<file path="src/rtl/imuldiv_int_div_iterative_param_pkg.sv">
// Shared definitions for the iterative divider: FSM state encoding and the
// fn field encoding carried on the divide request.
package imuldiv_int_div_iterative_param_pkg;

  typedef enum logic [1:0] {
    IDLE = 2'd0,
    CALC = 2'd1,
    DONE = 2'd2
  } div_state_e;

  localparam logic FN_SIGNED   = 1'b1;
  localparam logic FN_UNSIGNED = 1'b0;

endpackage

</file>
<file path="src/rtl/imuldiv_int_div_iterative_param_if.sv">
// Divide request/response val/rdy bundle.
//   divreq_*  : request (fn, dividend a, divisor b, val/rdy)
//   divresp_* : response ({remainder, quotient}, val/rdy)
// master = requester, slave = divider.
interface imuldiv_int_div_iterative_param_if #(
  parameter int unsigned WIDTH = 32
);
  logic                 divreq_msg_fn;
  logic [WIDTH-1:0]     divreq_msg_a;
  logic [WIDTH-1:0]     divreq_msg_b;
  logic                 divreq_val;
  logic                 divreq_rdy;
  logic [2*WIDTH-1:0]   divresp_msg_result;
  logic                 divresp_val;
  logic                 divresp_rdy;

  modport master (
    output divreq_msg_fn, divreq_msg_a, divreq_msg_b, divreq_val, divresp_rdy,
    input  divreq_rdy, divresp_msg_result, divresp_val
  );

  modport slave (
    input  divreq_msg_fn, divreq_msg_a, divreq_msg_b, divreq_val, divresp_rdy,
    output divreq_rdy, divresp_msg_result, divresp_val
  );
endinterface

</file>
<file path="src/rtl/imuldiv_DivLzc.sv">
// Combinational leading-zero counter used by the divider early-out.
//   x  : operand
//   lz : number of leading zeros of x (WIDTH when x == 0)
// Only built when IMULDIV_DIV_EARLY_OUT_EN is defined.
`ifdef IMULDIV_DIV_EARLY_OUT_EN
module imuldiv_DivLzc #(
  parameter int unsigned WIDTH = 32,
  parameter int unsigned CNT_W = $clog2(WIDTH + 1)
) (
  input  logic [WIDTH-1:0] x,
  output logic [CNT_W-1:0] lz
);

  // Ascending scan: the last hit is the most significant set bit.
  always_comb begin
    lz = CNT_W'(WIDTH);
    for (int i = 0; i < int'(WIDTH); i++) begin
      if (x[i]) lz = CNT_W'(int'(WIDTH) - 1 - i);
    end
  end

endmodule
`endif

</file>
<file path="src/rtl/imuldiv_int_div_iterative_param.sv">
// Width-generic restoring iterative divider, one quotient bit per cycle.
// Signed/unsigned, RISC-V divide-by-zero and overflow results resolved at
// load, back-to-back acceptance in the response cycle.
//   clk   : rising-edge clock
//   reset : asynchronous active-low reset
//   bus   : divide request/response bundle (slave side)
// Build option: IMULDIV_DIV_EARLY_OUT_EN enables the leading-zero early-out.
module imuldiv_int_div_iterative_param
  import imuldiv_int_div_iterative_param_pkg::*;
#(
  parameter int unsigned WIDTH = 32
) (
  input  logic                                 clk,
  input  logic                                 reset,
  imuldiv_int_div_iterative_param_if.slave     bus
);

  localparam int unsigned CNT_W = $clog2(WIDTH + 1);
  localparam int unsigned AW    = 2 * WIDTH + 1;

  div_state_e           state, state_d;
  logic [CNT_W-1:0]     cnt;
  logic [AW-1:0]        a_reg, b_reg;
  logic                 sign_q, sign_r;
  logic [2*WIDTH-1:0]   result;

  logic                 load, req_rdy, resp_val, step_last;
  logic                 is_signed, a_neg, b_neg;
  logic                 div_zero, sgn_ovf, special;
  logic [WIDTH-1:0]     op_a, op_b, min_neg;
  logic [AW-1:0]        a_init, shifted, diff, a_step;
  logic [CNT_W-1:0]     cnt_init;
  logic [WIDTH-1:0]     rem_raw, quo_raw;
  logic [2*WIDTH-1:0]   special_res, calc_res;

  // Operand conditioning at load
  assign is_signed = (bus.divreq_msg_fn == FN_SIGNED);
  assign a_neg     = is_signed & bus.divreq_msg_a[WIDTH-1];
  assign b_neg     = is_signed & bus.divreq_msg_b[WIDTH-1];
  assign op_a      = a_neg ? WIDTH'(-bus.divreq_msg_a) : bus.divreq_msg_a;
  assign op_b      = b_neg ? WIDTH'(-bus.divreq_msg_b) : bus.divreq_msg_b;
  assign min_neg   = {1'b1, {(WIDTH-1){1'b0}}};
  assign div_zero  = (bus.divreq_msg_b == '0);
  assign sgn_ovf   = is_signed && (bus.divreq_msg_a == min_neg) && (bus.divreq_msg_b == '1);

`ifdef IMULDIV_DIV_EARLY_OUT_EN
  logic [CNT_W-1:0] lz;

  imuldiv_DivLzc #(.WIDTH(WIDTH), .CNT_W(CNT_W)) u_lzc (
    .x  (op_a),
    .lz (lz)
  );

  // Pre-normalise the dividend so only its significant bits are iterated.
  assign special  = div_zero | sgn_ovf | (op_a == '0);
  assign a_init   = {(WIDTH+1)'(0), op_a << lz};
  assign cnt_init = CNT_W'(WIDTH) - lz;
`else
  assign special  = div_zero | sgn_ovf;
  assign a_init   = {(WIDTH+1)'(0), op_a};
  assign cnt_init = CNT_W'(WIDTH);
`endif

  // Results that bypass iteration (zero dividend with early-out yields 0)
  always_comb begin
    special_res = '0;
    if (div_zero)     special_res = {bus.divreq_msg_a, {WIDTH{1'b1}}};
    else if (sgn_ovf) special_res = {{WIDTH{1'b0}}, min_neg};
  end

  // One restoring step; diff[0] is always 0 so OR-ing in the quotient bit is exact
  assign shifted   = a_reg << 1;
  assign diff      = shifted - b_reg;
  assign a_step    = diff[AW-1] ? shifted : (diff | AW'(1));
  assign rem_raw   = a_step[2*WIDTH-1:WIDTH];
  assign quo_raw   = a_step[WIDTH-1:0];
  assign calc_res  = {sign_r ? WIDTH'(-rem_raw) : rem_raw,
                      sign_q ? WIDTH'(-quo_raw) : quo_raw};
  assign step_last = (cnt == CNT_W'(1));

  // Control FSM state register
  always_ff @(posedge clk or negedge reset) begin
    if (!reset) state <= IDLE;
    else        state <= state_d;
  end

  // Control FSM next state and handshake
  always_comb begin
    state_d  = state;
    load     = 1'b0;
    req_rdy  = 1'b0;
    resp_val = 1'b0;
    case (state)
      IDLE: begin
        req_rdy = 1'b1;
        if (bus.divreq_val) begin
          load    = 1'b1;
          state_d = special ? DONE : CALC;
        end
      end
      CALC: begin
        if (step_last) state_d = DONE;
      end
      DONE: begin
        resp_val = 1'b1;
        req_rdy  = bus.divresp_rdy;
        if (bus.divresp_rdy) begin
          if (bus.divreq_val) begin
            load    = 1'b1;
            state_d = special ? DONE : CALC;
          end else begin
            state_d = IDLE;
          end
        end
      end
      default: state_d = IDLE;
    endcase
  end

  // Datapath registers
  always_ff @(posedge clk or negedge reset) begin
    if (!reset) begin
      a_reg  <= '0;
      b_reg  <= '0;
      cnt    <= '0;
      sign_q <= 1'b0;
      sign_r <= 1'b0;
      result <= '0;
    end else if (load) begin
      a_reg  <= a_init;
      b_reg  <= {1'b0, op_b, {WIDTH{1'b0}}};
      cnt    <= cnt_init;
      sign_q <= is_signed & (bus.divreq_msg_a[WIDTH-1] ^ bus.divreq_msg_b[WIDTH-1]);
      sign_r <= is_signed & bus.divreq_msg_a[WIDTH-1];
      if (special) result <= special_res;
    end else if (state == CALC) begin
      a_reg <= a_step;
      cnt   <= cnt - CNT_W'(1);
      if (step_last) result <= calc_res;
    end
  end

  // Ready is held low while reset is asserted
  assign bus.divreq_rdy         = req_rdy & reset;
  assign bus.divresp_val        = resp_val;
  assign bus.divresp_msg_result = result;

endmodule

</file>
<file path="src/flat_wrapper.sv">
// flat-port wrapper written by rule: the top's interface ports become plain ports
module imuldiv_int_div_iterative_param_flat import imuldiv_int_div_iterative_param_pkg::*;
#(
  parameter int unsigned WIDTH = 32
)
  (clk, reset, bus_divreq_msg_fn, bus_divreq_msg_a, bus_divreq_msg_b, bus_divreq_val, bus_divresp_rdy, bus_divreq_rdy, bus_divresp_msg_result, bus_divresp_val);
  imuldiv_int_div_iterative_param_if #(.WIDTH(WIDTH)) bus_i ();
  input  logic clk;
  input  logic reset;
  input wire logic [$bits(bus_i.divreq_msg_fn)-1:0] bus_divreq_msg_fn;
  input wire logic [$bits(bus_i.divreq_msg_a)-1:0] bus_divreq_msg_a;
  input wire logic [$bits(bus_i.divreq_msg_b)-1:0] bus_divreq_msg_b;
  input wire logic [$bits(bus_i.divreq_val)-1:0] bus_divreq_val;
  input wire logic [$bits(bus_i.divresp_rdy)-1:0] bus_divresp_rdy;
  output wire logic [$bits(bus_i.divreq_rdy)-1:0] bus_divreq_rdy;
  output wire logic [$bits(bus_i.divresp_msg_result)-1:0] bus_divresp_msg_result;
  output wire logic [$bits(bus_i.divresp_val)-1:0] bus_divresp_val;
  assign bus_i.divreq_msg_fn = bus_divreq_msg_fn;
  assign bus_i.divreq_msg_a = bus_divreq_msg_a;
  assign bus_i.divreq_msg_b = bus_divreq_msg_b;
  assign bus_i.divreq_val = bus_divreq_val;
  assign bus_i.divresp_rdy = bus_divresp_rdy;
  assign bus_divreq_rdy = bus_i.divreq_rdy;
  assign bus_divresp_msg_result = bus_i.divresp_msg_result;
  assign bus_divresp_val = bus_i.divresp_val;
  imuldiv_int_div_iterative_param #(.WIDTH(WIDTH)) u_core (.clk(clk), .reset(reset), .bus(bus_i));
endmodule
</file>
<file path="config.mk">
export PLATFORM = sky130hd
export DESIGN_NAME = imuldiv_int_div_iterative_param_flat
export DESIGN_NICKNAME = d
export VERILOG_FILES = /design/src/rtl/imuldiv_int_div_iterative_param_pkg.sv /design/src/rtl/imuldiv_int_div_iterative_param_if.sv /design/src/rtl/imuldiv_DivLzc.sv /design/src/rtl/imuldiv_int_div_iterative_param.sv /design/src/flat_wrapper.sv
export SDC_FILE = /design/constraint.sdc
export NUM_CORES = 1
export LEC_CHECK = 0
export ABC_AREA = 1
export CAP_MARGIN = 25
export CORE_MARGIN = 1.5
export CORE_UTILIZATION = 45
export CTS_CLUSTER_DIAMETER = 80
export DETAILED_ROUTE_END_ITERATION = 10
export GPL_TIMING_DRIVEN = 0
export PLACE_DENSITY = 0.71
export SYNTH_ARGS = -nofsm -noshare
export SYNTH_HDL_FRONTEND = slang
export SYNTH_HIERARCHICAL = 1
export SYNTH_SLANG_ARGS = --single-unit
</file>
<file path="constraint.sdc">
create_clock -name clk -period 4.8 [get_ports clk]
set_clock_uncertainty 0.2 [all_clocks]
set_input_delay 0.48 -clock clk [delete_from_list [all_inputs] [get_ports clk]]
set_output_delay 0.48 -clock clk [all_outputs]
set_load 0.005 [all_outputs]
</file>
==> impl_metrics.csv, run 1 <==
group,metric,value,unit
worst_setup_path,arrival,4.78,ns
grt,overflow,0,
worst_hold_path,hp-class,"reg -> reg",
grt,grt_antenna_before_repair,2,
finish,area_growth,17.8,%
logic_synthesis,ys_async_sr_fraction,1.00,
logic_synthesis,yosysMostFrequentCell,"nand2_1",
place,hpwlAfterDp,42400,µm
worst_setup_path,crit_top_cell,"inv_1",
drt,wl,53300,µm
worst_setup_path,end_kind,"flop",
die,die_h,180,µm
die,start_util,0.460,
logic_synthesis,synth_commonest_cells,"nand2_1 (651), inv_1 (311), nor2_1 (196)",
finish,fin_cells,2772,
timing,period_minus_slack,4.61,ns
drt,vias,15800,
timing,slew_viol_final,0,
grt,grt_max_degree,89,
place,placed_area,16000,µm²
logic_synthesis,synth-seq-area-share,0.300,
logic_synthesis,post_synth_num_cell_types,50,
clocking,cts_max_level,4,
drt,drt_first_iter_violations,1937,
die,core_area,30800,µm²
logic_synthesis,netlist_instances,2203,
worst_hold_path,worstHoldEndpoint,"u_core/b_reg[44]$_DFFE_PN0P_",
die,die_area,32600,µm²
clocking,clkLatencyLatePin,0.46,ns
logic_synthesis,synth_edf_count,0,
logic_synthesis,syn_area,14200,µm²
grt,grt_pass1_wl,81600,µm
logic_synthesis,yosysWarnings,6,
timing,setup_viol,0,
drt,viasPerCell,5.70,
clocking,cts_buffers,17,
worst_setup_path,worstReg2RegEnd,"u_core/bus.divresp_msg_result[30]$_DFFE_PN0P_",
worst_setup_path,critPathMaxStageDelay,0.47,ns
place,gp_congestion,0.966,
worst_setup_path,crit_path_start_kind,"flop",
finish,stdcell_area,16700,µm²
worst_setup_path,critPathTopFamily,"simple AND/OR/NAND/NOR gates",
logic_synthesis,synth_area_leaders,"dfrtp_1 (30%), nand2_1 (17%), inv_1 (8.2%)",
worst_setup_path,path_max_fanout,7,
die,ios,135,
die,std_cell_rows,64,
run,max_cap_viol_count,0,
finish,final_util,0.541,
timing,relSlewSlack,0.327,
logic_synthesis,avgSynthCellArea,6.43,µm²
die,die_w,180,µm
place,placed_cells,2734,
finish,layout.nets,2471,
finish,drive_above_1_share,0.0665,
timing,max_slew.worst_pin.slew,1.01,ns
finish,n_fill_cell,3010,
worst_setup_path,r2r_cells,28,
logic_synthesis,synth_top_cell_by_area,"dfrtp_1",
worst_setup_path,path_class,"reg -> reg",
logic_synthesis,synthesis.nets,2312,
clocking,cts_tree,"built",
drt,dr.pass1.iters,7,
worst_setup_path,r2r-start,"u_core/a_reg[31]$_DFFE_PN0P_",
worst_hold_path,worstHoldStart,"u_core/b_reg[44]$_DFFE_PN0P_",
timing,fin_crit_sh,0.960,
clocking,cts-root-buf,"clkbuf_16",
grt,grt_pass1_vias,14600,
outcome,status,"finished clean",
timing,fmax,0.217,GHz
drt,final_antenna_net_count,0,
worst_setup_path,r2r_setup_slack,0.19,ns
worst_setup_path,required,4.97,ns
worst_hold_path,hold_depth,2,
clocking,path_clk_slew,0.07,ns
drt,wl_per_cell,19.2,µm
timing,hold_viol_final,0,
logic_synthesis,synth_top_area_frac,0.300,
logic_synthesis,synth_seq_cells,170,
grt,grt_util_all_layers,0.327,
clocking,clock_sinks,170,
logic_synthesis,synthFlopType,"dfrtp_1",
clocking,clock_path_buffers,2,
drt,route.detailed.drc,0,
worst_setup_path,critPathBufInv,4,
worst_setup_path,cp_slowest_cell,"dfrtp_2",
place,io_buffers,134,
[kinds of logic (layout without fill, tap and decap cells)]
logic type,after synthesis,count (layout),synth area share
compound gates,348,348,0.151
xor+xnor,54,54,0.0334
fa+ha+maj,40,40,0.0358
buf+inv,397,569,0.114
flops,170,170,0.300
other cells,0,1,0
simple gates,1194,1194,0.365
[layout by cell type (no fill, tap or decap), types with 5 or more instances in the layout]
cell type        synthesis  layout
clkbuf_1                38      38
nand3b_1                12      12
nand2_4                  6       5
dfrtp_1                170     169
nand4_1                 26      26
buf_4                    7      12
buf_6                    9       9
xor2_1                  37      37
inv_1                  311     311
buf_1                   12      12
nand2_2                 24      24
o21ai_0                104     104
a31oi_1                  9       9
buf_2                   13      12
nand3_1                191     191
a21oi_1                 91      91
o22ai_1                 32      32
or2_2                   23      23
o211ai_1                28      28
a2bb2oi_1               33      33
o221ai_1                15      15
nor4_1                  11      11
nor2_1                 196     193
clkbuf_16                0      17
xnor2_1                 17      17
ha_1                    39      39
nand3_2                  8       7
clkdlybuf4s50_1          0     133
nor2_2                  11      14
nor3_1                  26      26
nand2_1                651     651
o21a_1                   8       8
[tightest hold or removal path, cell delays in order (launching register included)]
cell	delay (ns)
dfrtp_1	0.34
nand2_1	0.05
o21ai_0	0.06
[metal layers]
metal / GRT usage / vias up / share of wire
met5: 0 / - / 0
met4: 0.137 / 0 / 0.040
met3: 0.0758 / 135 / 0.11
li1: - / 7456 / -
met1: 0.445 / 7311 / 0.43
met2: 0.497 / 891 / 0.42
[layout make-up]
class                   instances  area [µm²]  share of cell area
repair buffers                141        1420              0.0852
diodes                          1        2.50            0.000150
plain buffers                  79         422              0.0253
clock inverters                14         138             0.00825
clock buffers                  18         439              0.0263
inverters                     317        1190              0.0713
multi-input cells            1636        8330               0.499
flip-flops and latches        170        4260               0.255
well taps                     396         495              0.0297
[worst max path at each step]
stage / from / endpoint / slack [ns] / depth (start not counted)
after global routing: u_core/a_reg[31]$_DFFE_PN0P_ / u_core/bus.divresp_msg_result[28]$_DFFE_PN0P_ / -0.0005 / 27
after detailed placement: u_core/a_reg[31]$_DFFE_PN0P_ / u_core/bus.divresp_msg_result[30]$_DFFE_PN0P_ / -0.25 / 29
after floorplan: u_core/a_reg[31]$_DFFE_PN0P_ / u_core/bus.divresp_msg_result[28]$_DFFE_PN0P_ / 0.81 / 27
after global placement: reset / u_core/b_reg[47]$_DFFE_PN0P_ / -4.20 / 1
final: u_core/a_reg[31]$_DFFE_PN0P_ / u_core/bus.divresp_msg_result[30]$_DFFE_PN0P_ / 0.19 / 28
after CTS: u_core/a_reg[31]$_DFFE_PN0P_ / u_core/bus.divresp_msg_result[30]$_DFFE_PN0P_ / 0.02 / 28
[per-stage QoR]
step	setup slack, ns	hold WS (ns)	TNS, ns
after CTS	0.0193	0.293	0
after floorplan	0.814	-0.0156	0
after detailed placement	-0.253	0.275	-0.615
after global routing	-0.000482	0.315	-0.000482
after global placement	-4.20	0.267	-711.65
final	0.191	0.286	0
[timing repair]
action                                  4_1_cts  5_1_grt
buffers inserted                              1        4
hold buffers                                  1        0
pin swaps                                     1        2
hold endpoints to repair                     82        0
resized for setup                             2        4
cloned                                        0        0
endpoints found under the setup margin        4        5
Power of run 1 is left out: the tool's default activity adds up to more than one toggle a clock period on the data nets, which glitch-free logic cannot reach.
==> inputs of run 2 (changes only) <==
--- a/config.mk
+++ b/config.mk
@@ -10,9 +10,11 @@
 export CORE_MARGIN = 1.5
 export CORE_UTILIZATION = 45
 export CTS_CLUSTER_DIAMETER = 80
+export CTS_CLUSTER_SIZE = 28
 export DETAILED_ROUTE_END_ITERATION = 10
 export GPL_TIMING_DRIVEN = 0
 export PLACE_DENSITY = 0.71
+export RECOVER_POWER = 100
 export SYNTH_ARGS = -nofsm -noshare
 export SYNTH_HDL_FRONTEND = slang
 export SYNTH_HIERARCHICAL = 1
==> impl_metrics.csv, run 2 (same netlist as run 1, synthesis figures left out) <==
group,metric,value,unit
place,gp_congestion,0.966,
clocking,cts_max_level,4,
drt,viasPerCell,5.71,
clocking,path_clk_slew,0.07,ns
timing,slew_viol_final,85,
finish,final_common_cell,"nand2_1",
timing,relSlewSlack,-0.437,
drt,route.detailed.drc,0,
drt,dr.pass1.iters,6,
worst_setup_path,end_kind,"flop",
timing,max_slew.worst_pin.slew,2.16,ns
worst_setup_path,path_class,"reg -> reg",
clocking,clkLatencyLatePin,0.45,ns
grt,grt_util_all_layers,0.327,
drt,vias,15800,
clocking,cts_buffers,17,
timing,period_minus_slack,4.60,ns
drt,wl_per_cell,19.2,µm
finish,layout.nets,2471,
finish,area_growth,17.5,%
place,io_buffers,134,
worst_setup_path,cp_slowest_cell,"dfrtp_2",
finish,final_util,0.540,
die,start_util,0.460,
grt,overflow,0,
die,ios,135,
run,max_cap_viol_count,1,
outcome,failed_checks,"max-capacitance violations, max-slew violations",
clocking,cts_tree,"built",
worst_setup_path,path_max_fanout,7,
die,die_area,32600,µm²
die,die_h,180,µm
die,core_area,30800,µm²
grt,grt_antenna_before_repair,2,
worst_setup_path,required,4.97,ns
timing,setup_viol,0,
worst_hold_path,hp-class,"reg -> reg",
worst_setup_path,critPathTopFamily,"simple AND/OR/NAND/NOR gates",
clocking,clock_sinks,170,
drt,final_antenna_net_count,0,
outcome,status,"finished, violations left",
worst_setup_path,critPathMaxStageDelay,0.47,ns
finish,drive_above_1_share,0.0653,
die,die_w,180,µm
die,std_cell_rows,64,
worst_setup_path,critPathBufInv,4,
place,hpwlAfterDp,42400,µm
worst_setup_path,arrival,4.77,ns
timing,hold_viol_final,0,
clocking,cts-root-buf,"clkbuf_16",
timing,fin_crit_sh,0.958,
worst_setup_path,crit_top_cell,"inv_1",
drt,wl,53300,µm
finish,final_cell_mix,"nand2_1 (651), inv_1 (311), nor2_1 (193)",
grt,grt_max_degree,89,
timing,fmax,0.217,GHz
drt,drt_first_iter_violations,2062,
grt,grt_pass1_wl,81600,µm
grt,grt_pass1_vias,14600,
clocking,clock_path_buffers,2,
worst_setup_path,crit_path_start_kind,"flop",
## run 2: cell count changes in the layout (fill, tap and decap cells not counted), sizes merged
| cell | delta |
|---|---|
| dlygate4sd3 | +69 |
| diode | +1 |
| clkbuf | +5 |
| clkdlybuf4s50 | -69 |
| buf | -5 |
## run 2: per-stage QoR
step                instance area, µm²  setup WS, ns  instances   TNS [ns]  hold slack (ns)
floorplan                        14200         0.814       2203          0          -0.0156
global placement                 16000         -4.20       2733    -711.65            0.267
detailed placement               16000        -0.253       2734     -0.615            0.275
CTS                              16600        0.0193       2767          0            0.293
global route                     16700     -0.000483       2772  -0.000483            0.314
finish                           16700         0.202       2773          0            0.282
## run 2: final timing paths
path | startpoint | endpoint | slack, ns | depth (start not counted)
max in group asynchronous | reset | u_core/a_reg[31]$_DFFE_PN0P_ | 0.96 | 3
hold reg to reg | u_core/bus.divresp_msg_result[24]$_DFFE_PN0P_ | u_core/bus.divresp_msg_result[24]$_DFFE_PN0P_ | 0.28 | 1
setup / recovery | u_core/a_reg[31]$_DFFE_PN0P_ | u_core/bus.divresp_msg_result[30]$_DFFE_PN0P_ | 0.20 | 28
hold / removal | u_core/bus.divresp_msg_result[24]$_DFFE_PN0P_ | u_core/bus.divresp_msg_result[24]$_DFFE_PN0P_ | 0.28 | 1
setup reg to reg | u_core/a_reg[31]$_DFFE_PN0P_ | u_core/bus.divresp_msg_result[30]$_DFFE_PN0P_ | 0.20 | 28
min in group asynchronous | reset | u_core/bus.divresp_msg_result[8]$_DFFE_PN0P_ | 1.01 | 2
## run 2: layout make-up
class / count / area (µm²)
Antenna cell: 2 / 5.00
Buffer: 79 / 417
Clock buffer: 18 / 439
Clock inverter: 14 / 138
Fill cell: 3017 / 14200
Inverter: 317 / 1190
Multi-Input combinational cell: 1636 / 8320
Sequential cell: 170 / 4260
Tap cell: 396 / 495
Timing Repair Buffer: 141 / 1390
## run 2: per-layer routing
layer | global-route usage | vias up | part of all wire
met1 | 0.445 | 7337 | 0.42
met4 | 0.137 | 0 | 0.038
met3 | 0.0758 | 114 | 0.11
li1 | - | 7453 | -
met5 | 0 | - | 0
met2 | 0.497 | 925 | 0.42
## run 2: timing repair
| item | in CTS | in global routing |
|---|---|---|
| resized for setup | 2 | 4 |
| setup endpoints to repair | 4 | 5 |
| buffers inserted | 1 | 4 |
| pin swaps | 1 | 2 |
| endpoints found under the hold margin | 82 | 0 |
| hold buffers | 1 | 0 |
Power of run 2 is left out for the same reason.
==> inputs of run 3 (changes only) <==
--- a/config.mk
+++ b/config.mk
@@ -15,6 +15,7 @@
 export GPL_TIMING_DRIVEN = 0
 export PLACE_DENSITY = 0.71
 export RECOVER_POWER = 100
+export REMOVE_ABC_BUFFERS = 1
 export SYNTH_ARGS = -nofsm -noshare
 export SYNTH_HDL_FRONTEND = slang
 export SYNTH_HIERARCHICAL = 1
==> impl_metrics.csv, run 3 (same netlist as run 1, synthesis figures left out) <==
group,metric,value,unit
worst_setup_path,r2r_cells,27,
worst_hold_path,hold_depth,1,
run,max_cap_viol_count,1,
drt,viasPerCell,5.57,
die,die_area,32600,µm²
timing,fmax,0.219,GHz
worst_setup_path,required,4.96,ns
place,hpwlAfterDp,35400,µm
grt,grt_pass1_vias,14000,
clocking,cts_max_level,4,
worst_setup_path,cp_slowest_cell,"clkdlybuf4s50_1",
worst_setup_path,r2r-start,"u_core/a_reg[31]$_DFFE_PN0P_",
clocking,path_clk_slew,0.07,ns
place,gp_congestion,0.971,
clocking,cts_tree,"built",
worst_setup_path,path_max_fanout,63,
worst_hold_path,worstHoldStart,"u_core/bus.divresp_msg_result[18]$_DFFE_PN0P_",
timing,max_slew.worst_pin.slew,1.96,ns
worst_setup_path,r2r_setup_slack,0.26,ns
die,ios,135,
worst_setup_path,path_class,"in -> reg",
worst_setup_path,worstSetupStartpoint,"bus_divreq_msg_b[2]",
drt,vias,15100,
drt,final_antenna_net_count,0,
die,start_util,0.460,
die,std_cell_rows,64,
finish,drive_above_1_share,0.0646,
finish,final_common_cell,"nand2_1",
drt,drt_first_iter_violations,1481,
timing,relSlewSlack,-0.310,
worst_setup_path,arrival,4.72,ns
grt,grt_antenna_before_repair,0,
worst_hold_path,worstHoldEndpoint,"u_core/bus.divresp_msg_result[18]$_DFFE_PN0P_",
grt,overflow,0,
clocking,clock_sinks,170,
timing,slew_viol_final,78,
finish,antenna_cells,0,
grt,grt_pass1_wl,74200,µm
outcome,status,"finished, violations left",
die,die_h,180,µm
drt,dr.pass1.iters,5,
grt,grt_util_all_layers,0.287,
timing,holdWs,0.288,ns
worst_setup_path,worstPathCellList,"clkdlybuf4s50_1 -> nor2_1 -> nand2_1 -> nor3_2 -> nand2_1 -> nor2_1 -> inv_1 -> nor2_1 -> nand2_1 -> nor3_1 -> inv_1 -> o211ai_1 -> nand3_4 -> inv_8 -> or2_2 -> inv_1 -> a21oi_1",
finish,layout.nets,2404,
timing,fin_crit_sh,0.949,
outcome,failed_checks,"max-capacitance violations, max-slew violations",
clocking,cts-root-buf,"clkbuf_16",
drt,route.detailed.drc,0,
grt,grt_max_degree,96,
finish,final_cell_mix,"nand2_1 (650), inv_1 (311), nor2_1 (191)",
drt,wl_per_cell,17.3,µm
timing,setup_viol,0,
worst_setup_path,crit_path_start_kind,"input port",
worst_setup_path,critPathMaxStageDelay,0.63,ns
place,io_buffers,134,
finish,area_growth,16.8,%
worst_setup_path,worstReg2RegEnd,"u_core/bus.divresp_msg_result[28]$_DFFE_PN0P_",
clocking,cts_buffers,17,
worst_setup_path,end_kind,"flop",
timing,period_minus_slack,4.56,ns
clocking,clkLatencyLatePin,0.45,ns
timing,hold_viol_final,0,
die,core_area,30800,µm²
drt,wl,46700,µm
die,die_w,180,µm
clocking,clock_path_buffers,2,
finish,n_fill_cell,3028,
worst_hold_path,hp-class,"reg -> reg",
[run 3: cell count changes in the layout (fill, tap and decap cells not counted), moves of 3 or more]
| cell | delta |
|---|---|
| nor3_1 | -3 |
| nor2_4 | +4 |
| buf_6 | -9 |
| bufinv_16 | +4 |
| buf_2 | -11 |
| nor3_2 | +3 |
| clkbuf_1 | -40 |
| buf_1 | -11 |
[run 3: worst max path at each step]
stage / to / slack [ns] / cells past startpoint
floorplan: u_core/bus.divresp_msg_result[17]$_DFFE_PN0P_ / -3.98 / 9
global placement: u_core/bus.divresp_msg_result[17]$_DFFE_PN0P_ / -10.14 / 10
detailed placement: u_core/bus.divresp_msg_result[17]$_DFFE_PN0P_ / -1.35 / 17
CTS: u_core/bus.divresp_msg_result[17]$_DFFE_PN0P_ / 0.05 / 9
global route: u_core/bus.divresp_msg_result[30]$_DFFE_PN0P_ / -0.01 / 29
finish: u_core/bus.divresp_msg_result[53]$_DFFE_PN0P_ / 0.24 / 17
[run 3: metal layers]
metal	routed length, µm	GRT usage
met5	0	0
met4	1450	0.0978
met3	3750	0.0392
met2	20300	0.447
met1	21200	0.409
[run 3: stage by stage]
step / area (µm²) / setup slack [ns] / TNS (ns) / std cells / util
2_1_floorplan: 13700 / -3.98 / -399.47 / 2123 / -
3_3_place_gp: 15600 / -10.14 / -1948.24 / 2653 / 0.506
3_5_place_dp: 15700 / -1.35 / -66.94 / 2658 / 0.510
4_1_cts: 16500 / 0.0548 / 0 / 2695 / 0.535
5_1_grt: 16600 / -0.0117 / -0.0117 / 2704 / 0.537
6_report: 16600 / 0.243 / 0 / 2704 / 0.537
[run 3: timing repair]
action                     4_1_cts  5_1_grt
setup endpoints to repair       63       65
resized for setup                9        9
hold buffers                     1        0
buffers inserted                 1        8
cloned                           3        1
hold endpoints to repair        75        0
pin swaps                        3        6
[run 3: final cells by class]
class                   instances  area (µm²)  area share
clock inverters                14         236      0.0143
flip-flops and latches        170        4260       0.257
well taps                     396         495      0.0299
repair buffers                149        1500      0.0908
inverters                     317        1200      0.0728
multi-input cells            1640        8440       0.509
clock buffers                  18         429      0.0259
[run 3: worst max-delay path, delay by kind of cell]
kind	cells	cell delay, ns
AND/OR/NAND/NOR	10	2.30
AO/OA/AOI/OAI	2	0.35
buffers and inverters	5	1.51
Power of run 3 is left out for the same reason.
